===== src/rtl/cmult_pkg.sv =====
// cmult_pkg: definitions shared by the complex-multiplier sequencer and its
// result buffer.
//   CMULT_OPW       operand width of the multiplier datapath
//   CMULT_PW        default product component width (2*CMULT_OPW + 1 growth bit)
//   cmult_state_e   tracking FSM states of the result buffer
//   cmult_res_t     real/imag result pair at the default width
package cmult_pkg;

    localparam int CMULT_OPW = 8;
    localparam int CMULT_PW  = 2 * CMULT_OPW + 1;

    typedef enum logic [1:0] {
        IDLE   = 2'd0,
        TRACK  = 2'd1,
        COMMIT = 2'd2
    } cmult_state_e;

    typedef struct packed {
        logic signed [CMULT_PW-1:0] re;
        logic signed [CMULT_PW-1:0] im;
    } cmult_res_t;

endpackage


===== src/rtl/cmult_rb_fifo.sv =====
// cmult_rb_fifo: register-based synchronous FIFO with a show-ahead head.
//   clk, reset      clock and asynchronous active-high reset
//   push_i, data_i  write request and data; accepted when not full, or when
//                   full and a pop happens in the same cycle
//   pop_i           read request; ignored when empty
//   data_o          head entry; when empty it holds the last popped value
//   empty_o/full_o  occupancy flags
//   level_o         occupancy, 0..DEPTH
module cmult_rb_fifo #(
    parameter int W     = 34,
    parameter int DEPTH = 4,
    parameter int AW    = $clog2(DEPTH)
) (
    input  logic          clk,
    input  logic          reset,
    input  logic          push_i,
    input  logic [W-1:0]  data_i,
    input  logic          pop_i,
    output logic [W-1:0]  data_o,
    output logic          empty_o,
    output logic          full_o,
    output logic [AW:0]   level_o
);

    logic [W-1:0]  mem_q [DEPTH];
    logic [W-1:0]  hold_q;
    logic [AW-1:0] wptr_q, rptr_q;
    logic [AW:0]   cnt_q, cnt_d;
    logic          do_push, do_pop;

    assign empty_o = (cnt_q == '0);
    assign full_o  = (cnt_q == (AW+1)'(DEPTH));
    assign do_pop  = pop_i && !empty_o;
    // When full, the slot being popped this cycle is the one written next.
    assign do_push = push_i && (!full_o || do_pop);

    always_comb begin
        cnt_d = cnt_q;
        case ({do_push, do_pop})
            2'b10:   cnt_d = cnt_q + 1'b1;
            2'b01:   cnt_d = cnt_q - 1'b1;
            default: cnt_d = cnt_q;
        endcase
    end

    always_ff @(posedge clk or posedge reset) begin
        if (reset) begin
            wptr_q <= '0;
            rptr_q <= '0;
            cnt_q  <= '0;
            hold_q <= '0;
        end else begin
            cnt_q <= cnt_d;
            if (do_push) wptr_q <= wptr_q + 1'b1;
            if (do_pop) begin
                rptr_q <= rptr_q + 1'b1;
                hold_q <= mem_q[rptr_q];
            end
        end
    end

    always_ff @(posedge clk) begin
        if (do_push) mem_q[wptr_q] <= data_i;
    end

    // Empty: keep presenting the last value that left the FIFO.
    assign data_o  = empty_o ? hold_q : mem_q[rptr_q];
    assign level_o = cnt_q;

endmodule


===== src/rtl/cmult_result_buffer.sv =====
// cmult_result_buffer: captures the real/imag product pair at the end of each
// complex multiplication, queues it and presents it on a valid/ready output.
// A reservation counter guarantees a FIFO slot for every started operation.
//   clk, reset         clock, asynchronous active-high reset
//   start_i            sequencer accepted a new multiplication (1-cycle pulse)
//   p_i_ce             sequencer imaginary-product load strobe (last step)
//   p_r, p_i           datapath product registers (signed)
//   accept             a result slot is available for a new start
//   out_valid/ready    downstream handshake; out_re/out_im show the head
//   level              FIFO occupancy
//   err_proto          sticky protocol error
//   err_timeout        sticky timeout error
// Optional macro CMULT_RB_CNT_EN adds res_cnt (completed pops) and drop_cnt
// (timeouts), both saturating.
module cmult_result_buffer
    import cmult_pkg::*;
#(
    parameter int PW      = CMULT_PW,
    parameter int DEPTH   = 4,
    parameter int TIMEOUT = 8,
    parameter int AW      = $clog2(DEPTH)
) (
    input  logic          clk,
    input  logic          reset,
    input  logic          start_i,
    input  logic          p_i_ce,
    input  logic [PW-1:0] p_r,
    input  logic [PW-1:0] p_i,
    output logic          accept,
    output logic          out_valid,
    input  logic          out_ready,
    output logic [PW-1:0] out_re,
    output logic [PW-1:0] out_im,
    output logic [AW:0]   level,
    output logic          err_proto,
    output logic          err_timeout
`ifdef CMULT_RB_CNT_EN
    ,
    output logic [15:0]   res_cnt,
    output logic [7:0]    drop_cnt
`endif
);

    localparam int TW = (TIMEOUT > 1) ? $clog2(TIMEOUT) : 1;
    localparam logic [TW-1:0] TMAX = TW'(TIMEOUT - 1);

    cmult_state_e  state_q, state_d;
    logic [TW-1:0] timer_q, timer_d;
    logic [AW:0]   rsv_q, rsv_d;
    logic          err_proto_q, err_proto_d;
    logic          err_timeout_q, err_timeout_d;

    logic          start_ok, push, pop, timeout, overflow;
    logic          fifo_empty, fifo_full;
    logic [2*PW-1:0] head;

    assign accept   = (rsv_q < (AW+1)'(DEPTH));
    assign start_ok = start_i && accept && (state_q != TRACK);
    assign pop      = out_valid && out_ready;
    // Should never happen while reservations are honoured.
    assign overflow = push && fifo_full && !pop;

    always_comb begin
        state_d = state_q;
        timer_d = timer_q;
        push    = 1'b0;
        timeout = 1'b0;
        case (state_q)
            IDLE: begin
                if (start_ok) begin
                    state_d = TRACK;
                    timer_d = '0;
                end
            end
            TRACK: begin
                if (p_i_ce) begin
                    state_d = COMMIT;
                end else if (timer_q == TMAX) begin
                    state_d = IDLE;
                    timeout = 1'b1;
                end else begin
                    timer_d = timer_q + 1'b1;
                end
            end
            COMMIT: begin
                // Product registers were loaded by last cycle's p_i_ce.
                push = 1'b1;
                if (start_ok) begin
                    state_d = TRACK;
                    timer_d = '0;
                end else begin
                    state_d = IDLE;
                end
            end
            default: state_d = IDLE;
        endcase
    end

    always_comb begin
        rsv_d         = rsv_q + (AW+1)'(start_ok) - (AW+1)'(pop) - (AW+1)'(timeout);
        err_timeout_d = err_timeout_q | timeout;
        err_proto_d   = err_proto_q
                      | (start_i && (!accept || state_q == TRACK))
                      | (p_i_ce && state_q != TRACK)
                      | overflow;
    end

    always_ff @(posedge clk or posedge reset) begin
        if (reset) begin
            state_q       <= IDLE;
            timer_q       <= '0;
            rsv_q         <= '0;
            err_proto_q   <= 1'b0;
            err_timeout_q <= 1'b0;
        end else begin
            state_q       <= state_d;
            timer_q       <= timer_d;
            rsv_q         <= rsv_d;
            err_proto_q   <= err_proto_d;
            err_timeout_q <= err_timeout_d;
        end
    end

    cmult_rb_fifo #(
        .W     (2 * PW),
        .DEPTH (DEPTH),
        .AW    (AW)
    ) u_fifo (
        .clk     (clk),
        .reset   (reset),
        .push_i  (push),
        .data_i  ({p_r, p_i}),
        .pop_i   (pop),
        .data_o  (head),
        .empty_o (fifo_empty),
        .full_o  (fifo_full),
        .level_o (level)
    );

    assign out_valid   = !fifo_empty;
    assign out_re      = head[2*PW-1:PW];
    assign out_im      = head[PW-1:0];
    assign err_proto   = err_proto_q;
    assign err_timeout = err_timeout_q;

`ifdef CMULT_RB_CNT_EN
    logic [15:0] res_cnt_q;
    logic [7:0]  drop_cnt_q;

    always_ff @(posedge clk or posedge reset) begin
        if (reset) begin
            res_cnt_q  <= '0;
            drop_cnt_q <= '0;
        end else begin
            if (pop && res_cnt_q != 16'hFFFF) res_cnt_q <= res_cnt_q + 1'b1;
            if (timeout && drop_cnt_q != 8'hFF) drop_cnt_q <= drop_cnt_q + 1'b1;
        end
    end

    assign res_cnt  = res_cnt_q;
    assign drop_cnt = drop_cnt_q;
`endif

endmodule


===== config.mk =====
export PLATFORM = sky130hd
export DESIGN_NAME = cmult_result_buffer
export DESIGN_NICKNAME = d
export VERILOG_FILES = /design/src/rtl/cmult_pkg.sv /design/src/rtl/cmult_rb_fifo.sv /design/src/rtl/cmult_result_buffer.sv
export SDC_FILE = /design/constraint.sdc
export NUM_CORES = 1
export LEC_CHECK = 0
export CAP_MARGIN = 15
export CORE_ASPECT_RATIO = 0.75
export CORE_MARGIN = 3
export CORE_UTILIZATION = 63
export CTS_BUF_LIST = sky130_fd_sc_hd__clkbuf_8
export DETAILED_ROUTE_END_ITERATION = 8
export GPL_ROUTABILITY_DRIVEN = 0
export GPL_TIMING_DRIVEN = 0
export PLACE_DENSITY_LB_ADDON = 0.2
export SLEW_MARGIN = 20
export SYNTH_ARGS = -nofsm -noshare
export SYNTH_HDL_FRONTEND = slang
export SYNTH_SLANG_ARGS = --single-unit

===== constraint.sdc =====
create_clock -name clk -period 4.9 [get_ports clk]
set_clock_uncertainty 0.1 [all_clocks]
set_input_delay 1.225 -clock clk [delete_from_list [all_inputs] [get_ports clk]]
set_output_delay 1.225 -clock clk [all_outputs]
set_load 0.02 [all_outputs]

==> reports/summary.txt <==
status: finished, final reports clean
Worst-path clk slew: 100 ps
Synth Register Bits: 187
Hold WC Path Type: reg2reg
Max Cap Viol: 0
Port Buffers: 79
largest area contributor in the netlist: edfxtp_1
PD cells: 600 nW/um^2
Worst Setup Slack, final: 830 ps
Net Count, Synth: 421
hold depth: 1
H-tree depth: 4
Multi-input gate area: 2150 um^2
reg2reg path depth: 9
mapped cell area: 7730 um^2
sequential share of the synthesized area: 0.693
DRT antenna net count: 0
cts hold-fix bufs: 0
Detailed Route Iter0 Violations: 240
CTS root buf: clkbuf_8
Leakage: 3.43 nW
wire length per cell: 20.7 um
fin nets: 523
clock sinks: 187
Post-synth EDFFs: 136
fin crit period: 4070 ps
cell area after layout: 9250 um^2
DIE WIDTH: 134 um
fill count: 633
WHS: 362 ps
Synthesis Warnings: 0
WL final: 13400 um
P&R area growth vs syn: 19.6%
largest net degree at the start of global routing: 52
proportion of layout cells with a drive suffix above 1: 0.297
register area: 5360 um^2
post-synth cell types: 36
kind of capture point of the worst setup path: primary output
final slew viol count: 0
ys flop type: edfxtp_1
number of global-route vias before repair: 3969
Fmax: 246 MHz
routed vias: 3659
gr usage total: 0.213
diodes inserted: 0
Syn Area/Cell: 20.9 um^2
GR Overflow Total: 0
Die Y: 102 um
worst skew pair latency: 440 ps
Slew HR: 0.546
I/O pin count: 80
Least-Margin Pin Slew: 680 ps
top cell type's share of synthesized area: 0.528
CP max FO: 10
clock buffer count from CTS: 17
die footprint: 13700 um^2
post-DP HPWL: 8450 um
post-synthesis cell count: 370
row count: 34
critical path type: reg2out
1st-pass router iterations: 4
post-route setup TNS: 0 ps
via/cell ratio: 5.66
CTS tree: yes
first-pass GRT wire length: 21600 um
Async SR Flop Fraction: 0.273
total power draw: 5.55 mW
post-cts resize count: 0
Req. time, crit path: 3580 ps
maximum VDD drop: 418 uV
maximum buffer depth of the clock tree: 2
CP Launch Type: register
Arrival @ worst endpoint: 2740 ps
Initial Util: 0.656
# DRC: 0
final period utilization: 0.831
RSZ-0062 raised after global routing: false
core box area: 11800 um^2
initial antenna violation count: 0
number of hold violations in the final report: 0
Placed Area: 8830 um^2
largest cells by area after synthesis: edfxtp_1 (53%), dfrtp_1 (17%), mux2_2 (6.1%)
number of post-CTS setup repair buffers: 0
Place WS: 1110 ps
# setup viols final: 0
-- flip-flops by register name, summed over array words and instances (netlist names) --
name	cells
rsv_q	3
err_proto	1
u_fifo.mem_q	136
u_fifo.rptr_q	2
u_fifo.hold_q	34
u_fifo.level_o	3
err_timeout	1
timer_q	3
u_fifo.wptr_q	2
state_q	2
-- final cells by class --
type | count | share of cell area
timing repair buffer | 83 | 0.0958
buffer | 15 | 0.0179
inverter | 15 | 0.00717
tap | 162 | 0.0219
multi-input combinational | 153 | 0.232
clock inverter | 14 | 0.0184
sequential | 187 | 0.580
clock buffer | 18 | 0.0268
-- worst paths after layout --
| kind | from | to | slack, ps |
|---|---|---|---|
| max in group asynchronous | reset | u_fifo.hold_q[21] | 3100 |
| worst max register to register | u_fifo.level_o[0] | u_fifo.level_o[2] | 2360 |
| worst min register to register | err_timeout | err_timeout | 360 |
| min in group asynchronous | reset | u_fifo.hold_q[15] | 1140 |
| worst min-delay path | err_timeout | err_timeout | 360 |
| worst max-delay path | u_fifo.rptr_q[1] | out_re[2] | 830 |
-- Yosys cell counts (2+ instances only) --
| master | n |
|---|---|
| dfrtp_1 | 51 |
| mux4_1 | 15 |
| clkbuf_8 | 2 |
| ha_1 | 10 |
| buf_2 | 3 |
| xnor2_1 | 5 |
| mux2_4 | 27 |
| xor2_1 | 3 |
| fa_1 | 2 |
| buf_6 | 5 |
| buf_12 | 2 |
| mux4_2 | 19 |
| inv_1 | 14 |
| nand2_1 | 4 |
| and2_1 | 5 |
| edfxtp_1 | 136 |
| nor2_1 | 4 |
| mux2i_1 | 3 |
| mux2_2 | 42 |
| nand2b_1 | 2 |
-- report_power, final --
part	internal, mW	switching (mW)
clock network	0.523	0.537
logic	1.29	1.05
registers	2.00	0.149
total	3.81	1.74
-- cell families (layout without fill, tap and decap cells) --
family,after synthesis,in the layout,share of synthesized area
and+or+nand+nor,22,22,0.0181
buffers and inverters,30,145,0.0296
xor gates and xnor gates,8,8,0.00906
muxes,106,106,0.224
DFF,187,187,0.693
AOI/OAI and AO/OA,5,5,0.00469
adders and majority gates,12,12,0.0214
-- stage by stage --
step	std cells	util
final	647	0.785
after global routing	647	0.785
after CTS	647	0.785
after detailed placement	615	0.749
after global placement	611	0.740
after floorplan	370	-
-- layout by cell type (no fill, tap or decap), types with 10 or more instances in the layout --
master,instances
clkdlybuf4s50_1,79
mux2_4,27
clkbuf_8,20
mux2_2,42
mux4_2,19
mux4_1,15
edfxtp_1,136
ha_1,10
dfrtp_1,51
inv_1,15
-- routing by layer --
layer,vias to the layer above,routed length (um),global-route usage
met5,-,0,0
met4,0,75,0.0585
met3,6,817,0.0497
met2,105,6750,0.352
met1,1888,5730,0.292
li1,1660,-,-
-- worst max-delay path, stage by stage (launching register included) --
cell             delay, ps
dfrtp_1                350
clkbuf_8               160
clkbuf_1               510
mux4_2                 450
mux2_2                 290
clkdlybuf4s50_1        550
Note: power is estimated with default switching activity, not from simulation.
